==> src/rtl/logic_unit_pipe.sv <==
// Registered WIDTH-bit logic unit with a valid/ready handshake, a one-deep output register,
// an accumulator that can stand in for operand B, and a saturating accepted-transaction count.
module logic_unit_pipe #(
    parameter int WIDTH = 8,
    parameter int CNT_W = 16
) (
    input  logic             clk,
    input  logic             rst_n,
    input  logic             in_valid,
    output logic             in_ready,
    input  logic [2:0]       op,
    input  logic             acc,
    input  logic             acc_clr,
    input  logic [WIDTH-1:0] a,
    input  logic [WIDTH-1:0] b,
    output logic             out_valid,
    input  logic             out_ready,
    output logic [WIDTH-1:0] y,
    output logic             y_zero,
    output logic             y_parity,
    output logic [CNT_W-1:0] cnt
);

    logic [WIDTH-1:0] y_reg;
    logic             y_zero_reg;
    logic             y_parity_reg;
    logic             out_valid_reg;
    logic [WIDTH-1:0] acc_reg;
    logic [CNT_W-1:0] cnt_reg;

    logic [WIDTH-1:0] bq;
    logic [WIDTH-1:0] result_next;
    logic             accept;

    // The output slot is free when empty or when it is being drained this cycle.
    assign in_ready = ~out_valid_reg | out_ready;
    assign accept   = in_valid & in_ready;
    assign bq       = acc ? acc_reg : b;

    genvar gi;
    generate
        for (gi = 0; gi < WIDTH; gi++) begin : g_bit
            logic bit_next;
            always_comb begin
                bit_next = 1'b0;
                unique case (op)
                    3'b000: bit_next =   a[gi] & bq[gi];
                    3'b001: bit_next = ~(a[gi] & bq[gi]);
                    3'b010: bit_next = ~(a[gi] ^ bq[gi]);
                    3'b011: bit_next =   a[gi] | bq[gi];
                    3'b100: bit_next = ~(a[gi] | bq[gi]);
                    3'b101: bit_next =   a[gi] ^ bq[gi];
                    3'b110: bit_next =   a[gi];
                    3'b111: bit_next =  ~a[gi];
                    default: bit_next = 1'b0;
                endcase
            end
            assign result_next[gi] = bit_next;
        end
    endgenerate

    always_ff @(posedge clk or negedge rst_n) begin
        if (!rst_n) begin
            y_reg         <= '0;
            y_zero_reg    <= 1'b1;
            y_parity_reg  <= 1'b0;
            out_valid_reg <= 1'b0;
            acc_reg       <= '0;
            cnt_reg       <= '0;
        end else begin
            if (accept) begin
                y_reg        <= result_next;
                y_zero_reg   <= ~|result_next;
                y_parity_reg <= ^result_next;
            end

            if (accept)
                out_valid_reg <= 1'b1;
            else if (out_ready)
                out_valid_reg <= 1'b0;

            // Clear beats the update so a colliding transaction still sees the old value as Bq.
            if (acc_clr)
                acc_reg <= '0;
            else if (accept)
                acc_reg <= result_next;

            if (accept && !(&cnt_reg))
                cnt_reg <= cnt_reg + CNT_W'(1);
        end
    end

    assign y         = y_reg;
    assign y_zero    = y_zero_reg;
    assign y_parity  = y_parity_reg;
    assign out_valid = out_valid_reg;
    assign cnt       = cnt_reg;

endmodule

==> config.mk <==
export PLATFORM = sky130hd
export DESIGN_NAME = logic_unit_pipe
export DESIGN_NICKNAME = d
export VERILOG_FILES = /design/src/rtl/logic_unit_pipe.sv
export SDC_FILE = /design/constraint.sdc
export NUM_CORES = 1
export LEC_CHECK = 0
export BUFFER_PORTS_ARGS = -buffer_cell sky130_fd_sc_hd__buf_2
export CORE_MARGIN = 10
export CORE_UTILIZATION = 33
export CTS_CLUSTER_DIAMETER = 40
export DETAILED_ROUTE_END_ITERATION = 10
export PLACE_DENSITY_LB_ADDON = 0.3
export SYNTH_ARGS = -nofsm -noshare
export SYNTH_HDL_FRONTEND = slang
export SYNTH_SLANG_ARGS = --single-unit
==> constraint.sdc <==
create_clock -name clk -period 3.8 [get_ports clk]
set_clock_uncertainty 0.15 [all_clocks]
set_input_delay 0.19 -clock clk [delete_from_list [all_inputs] [get_ports clk]]
set_output_delay 0.19 -clock clk [all_outputs]
set_load 0.1 [all_outputs]
Word-level counts from Yosys, hierarchy flattened
Cells that the tools add are included.

word-level totals
  register bits = 35
  bits of input ports = 25
  output and inout port bits = 28
  word-level logic and storage cells = 95

cells by class
  add/subtract/negate cells = 1
  equality and inequality tests = 7
  mux-type cells = 13
  bitwise gates (word level) = 59
  reductions and logical operators = 9

operators by type and width
  cell                     number
  $pmux W1 S8              8
  $not A1 Y1               33
  $mux W8                  3
  $add A16 B1 Y16 const B  1
  $reduce_and A16 Y1       1
  $eq A3 B3 Y1 const B     4
  $and A1 B1 Y1            9
  $or A1 B1 Y1             9
  $reduce_or A8 Y1         1
  $reduce_xor A8 Y1        1
  $xor A1 B1 Y1            8
  $eq A3 B2 Y1 const B     2
  $reduce_bool A2 Y1       2
  $eq A3 B1 Y1 const B     1
  $logic_not A3 Y1         1
  $logic_not A1 Y1         2
  $mux W1                  2
  $logic_and A1 B1 Y1      1

Logic depth before layout (Yosys ltp)
  depth in word-level cells = 6
  gate-level depth with buffers = 12
  gate-level depth less buffers = 11

Worst setup path before layout
Ideal clock, no wire load.

  kind = register to register
  start point = register out_valid_reg (netlist: out_valid)
  end point = register cnt_reg[12] (netlist: cnt[12])
  library setup time = 0.126 ns
  arrival time = 2.614 ns
  data required time = 3.524 ns
  path slack = 0.910 ns
  stages on the path, launching flop included = 6
  buffers on the path = 0
  clock period less this slack = 2.890 ns
  cells stage by stage = dfrtp_1 -> nor2b_1 -> inv_1 -> nand3_1 -> nor3_1 -> mux2_2

between the ends
  word-level cells in the longest chain between the ends = 4

ends and longest elaborated chain
  element                   line  text
  start: declaration        27    logic out_valid_reg;
  start signal: assignment  67    out_valid_reg <= 1'b0;
  start signal: assignment  78    out_valid_reg <= 1'b1;
  start signal: assignment  80    out_valid_reg <= 1'b0;
  $not A1 Y1                36    assign in_ready = ~out_valid_reg | out_ready;
  $or A1 B1 Y1              36
  via in_ready              10    output logic in_ready,
  $and A1 B1 Y1             37    assign accept = in_valid & in_ready;
  $logic_and A1 B1 Y1       88    if (accept && !(&cnt_reg))
  end signal: assignment    89    cnt_reg <= cnt_reg + CNT_W'(1);
  end: declaration          29    logic [CNT_W-1:0] cnt_reg;

The timed path passes the listed nets, and every way through them passes these cells.
A chain may end at the register's enable or synchronous reset.

Worst setup path in the final report
  start point = register acc_reg[0]
  end point = register y_parity_reg (netlist: y_parity)

between the ends
  word-level cells in the longest chain between the ends = 5
  elaborated cells on any way between the ends = 9
  those cells by class = mux (2); bitwise (6); reduce/logical (1)

ends and longest elaborated chain
  element                               line        text
  start: declaration                    28          logic [WIDTH-1:0] acc_reg;
  start signal: assignment              86          acc_reg <= result_next;
  $mux W8 *                             38          assign bq = acc ? acc_reg : b;
  $or A1 B1 Y1 (tied with other cells)  50, 51
  $not A1 Y1 (on tied branches)         51, 48, 49
  $pmux W1 S8 *                         46          unique case (op)
  $reduce_xor A8 Y1 *                   74          y_parity_reg <= ^result_next;
  end signal: assignment                74
  end: declaration                      26          logic y_parity_reg;

Every way passes the cells marked *; elsewhere a longest branch is shown, timed or not.

==> reports/summary.md <==
Detailed routing
- 4 — Pre-antenna DRT Iters
- 15.3 µm — average routed wire per standard cell
- 0 — antenna viol nets, final
- 2,114 — vias after detailed routing
- 6450 µm — final WL
- 0 — DRC viols
- 5.02 — post-detailed-route via-to-cell ratio
- 72 — number of DRC violations after detailed-routing iteration 0

Clock network
- 0.29 ns — clk_lat worst skew
- 0 — total setup buffers inserted after CTS
- yes — CTS tree
- 2 — largest buffer count on any clock path
- 0 — number of resized instances in the post-cts repair step
- sky130_fd_sc_hd__clkbuf_8 — clock tree root driver cell
- 2 — H-tree levels
- 5 — Num CTS Buffers
- 2 — Post-CTS Hold Buffers
- 0.07 ns — register clock-pin slew on the reported worst setup and hold paths
- 35 — number of clock sinks

Global route
- 0 — initial antenna violation count
- 36 — largest net degree at the start of global routing
- 11.1% — aggregate global-route resource usage
- 2,138 — vias in the first global route
- 0 — total gr overflow
- 10,700 µm — first-pass GRT wire length

STA
- 0 — Slew Viols, Final
- 0 ns — TNS Setup
- 1.10 ns — slew of the pin with the lowest slew margin
- 0 — number of setup violations in the final report
- 0 — number of endpoints with negative hold slack in the final report
- 0.0774 ns — minimum hold slack
- false — setup repair after global routing missed its margin
- 26.2% — Rel. slew slack
- 69.9% — part of the cycle the worst path needs
- 1.14 ns — setup slack after layout
- 376 MHz — achievable frequency
- 2.66 ns — crit path time final

Worst setup path
- reg2reg — classification of the worst setup path
- register — CP Launch Type
- sky130_fd_sc_hd__dfrtp_1 — crit path max-delay cell type
- acc_reg[0]$_DFFE_PN0P_ — start point of the critical path
- 3.79 ns — required time of the critical path
- 3 — Crit Path Max Fanout
- 0.39 ns — CP max stage delay
- 2.65 ns — data arrival time at the worst-slack endpoint
- mux2i_1, ha_1, a211oi_1, a311o_1, a21oi_1, or2_2, ha_1, xnor2_1, xnor2_1, o21ai_0 — crit path cell chain
- acc_reg[0]$_DFFE_PN0P_ — launching point of the worst reg2reg path
- register — type of destination of the critical path

Floorplanning
- 33.6% — starting utilization of the core area
- 32 — number of standard-cell rows in the floorplan
- 109 µm — Chip Height
- 53 — I/O pin cnt
- 109 µm — die span in x
- 11,800 µm² — area of the die
- 7690 µm² — Core ar.

Synth
- 2580 µm² — Mapped Area
- 32.9% — post-synth top area share
- 13.1% — share of cell area taken by muxes after synthesis
- 13.0% — compound-gate portion of the synthesized area
- 45 — distinct cell type count after synthesis
- sky130_fd_sc_hd__dfrtp_1 — ys flop type
- 14.3% — area share of and/or/nand/nor cells after synthesis
- 0 — number of enable flip-flop cells after synthesis
- 314 — Post-Synthesis Net Count
- sky130_fd_sc_hd__dfrtp_1 (33%), sky130_fd_sc_hd__ha_1 (10%), sky130_fd_sc_hd__mux2i_1 (7.7%) — main area contributors after synthesis
- 100% — Async S/R FF share, synth
- sky130_fd_sc_hd__dfrtp_1 — cell with the most instances after synthesis
- 10.2% — synthesized-area fraction occupied by adder cells
- sky130_fd_sc_hd__dfrtp_1 — post-synth top area cell
- 0 — Yosys warning count
- 35 — Seq cells post-synth
- sky130_fd_sc_hd__dfrtp_1 (34), sky130_fd_sc_hd__ha_1 (21), sky130_fd_sc_hd__inv_1 (21) — Post-synth top cells
- 268 — post-synthesis instance total
- simple AND/OR/NAND/NOR gates — combinational family with the most area after synthesis
- 33.9% — share of the yosys chip area belonging to registers
- 9.65 µm² — Mapped Avg Cell Area
- 9.83% — xor/xnor share of the synthesized area

Cells and area
- 0 — final antenna diode count
- 24.5% — share of layout cells above drive strength 1
- 16 — number of flip-flops in the largest register
- 364 — net count of the finished layout
- 18.2% — Area Overhead vs Synth

Power and ir drop
- 0.00170 W — power after layout
- 557 nW/µm² — power per unit of standard cell area
- 0.000201 V — worst vdd rail ir drop
- 1.48 nW — Pleak

Placement
- 0.977 ns — worst setup slack before clock tree synthesis
- 52 — Port Buffers
- 5120 µm — Detail Placement HPWL
- 0.791 — Final GP Congestion

Hold path
- in2reg — worst hold path type
- in_valid — HP Start

Run
- 0 — Maximum Capacitance Violations

Outcome
- finished clean — result of the run

per-stage QoR:
| stage | std cells | instance area (µm²) | utilization [%] |
|---|---|---|---|
| detailed placement | 411 | 2920 | 38.0 |
| CTS | 421 | 3060 | 39.7 |
| finish | 421 | 3060 | 39.7 |
| global placement | 411 | 2920 | 38.0 |
| global route | 421 | 3060 | 39.7 |
| floorplan | 268 | 2580 | - |
critical path, delay by kind of cell, from the launching register on:
family / cells / cell delay (ns)
multiplexers: 1 / 0.20
AO/OA/AOI/OAI: 4 / 0.57
adder cells (fa/ha/maj): 2 / 0.57
AND/OR/NAND/NOR: 1 / 0.30
flip-flops: 1 / 0.39
XOR/XNOR: 2 / 0.33
per-layer routing:
layer  vias to the layer above  wire length (µm)  GRT usage [%]
li1                       1054                 -              -
met1                      1013              3110           14.6
met2                        38              3000           17.8
met3                         9               236           2.44
met4                         0                98           3.48
met5                         -                 0              0
path summary, 6_finish.rpt:
kind                                                to  slack [ns]  cells after the start
worst max-delay path              y_parity$_DFFE_PN0P_        1.14                     10
min in group asynchronous           cnt[1]$_DFFE_PN0P_        0.38                      2
worst min-delay path             out_valid$_DFFE_PN0P_        0.08                      3
worst min register to register        y[1]$_DFFE_PN0P_        0.33                      2
max in group asynchronous       acc_reg[1]$_DFFE_PN0P_        2.63                      2
worst max register to register    y_parity$_DFFE_PN0P_        1.14                     10
logic make-up after synthesis:
kind of cell | after synthesis
multiplexers | 29
AO/OA/AOI/OAI | 51
adder cells (fa/ha/maj) | 21
XOR/XNOR | 29
buffers and inverters | 34
AND/OR/NAND/NOR | 69
flip-flops | 35
area by class of cell:
class,instances,area (µm²)
fill,807,4630
multi-input combinational,199,1560
sequential,35,877
timing repair buffer,55,288
tap,102,128
clock buffer,6,82.6
inverter,22,82.6
clock inverter,2,35.0
layout by cell type (no fill, tap or decap), drive strengths merged, types with 3 or more instances in the layout:
master	n
buf	53
dfrtp	34
inv	21
ha	21
mux2i	20
xnor2	18
nand2	16
o21ai	15
nand3	14
nor2	13
xor2	11
a211oi	9
a21oi	9
nor2b	6
clkbuf	6
mux2	6
o211ai	5
nor4	5
nand4	4
mux4	3
or2	3
o221ai	3
nor3	3
where the power goes:
part	switching (W)	internal [W]	leakage, nW	total (W)
Clock	0.000137	0.000212	0.0612	0.000349
Combinational	0.000654	0.000190	0.977	0.000843
Sequential	0.0000673	0.000440	0.438	0.000508
No activity file was read; power rests on OpenSTA's default activity.
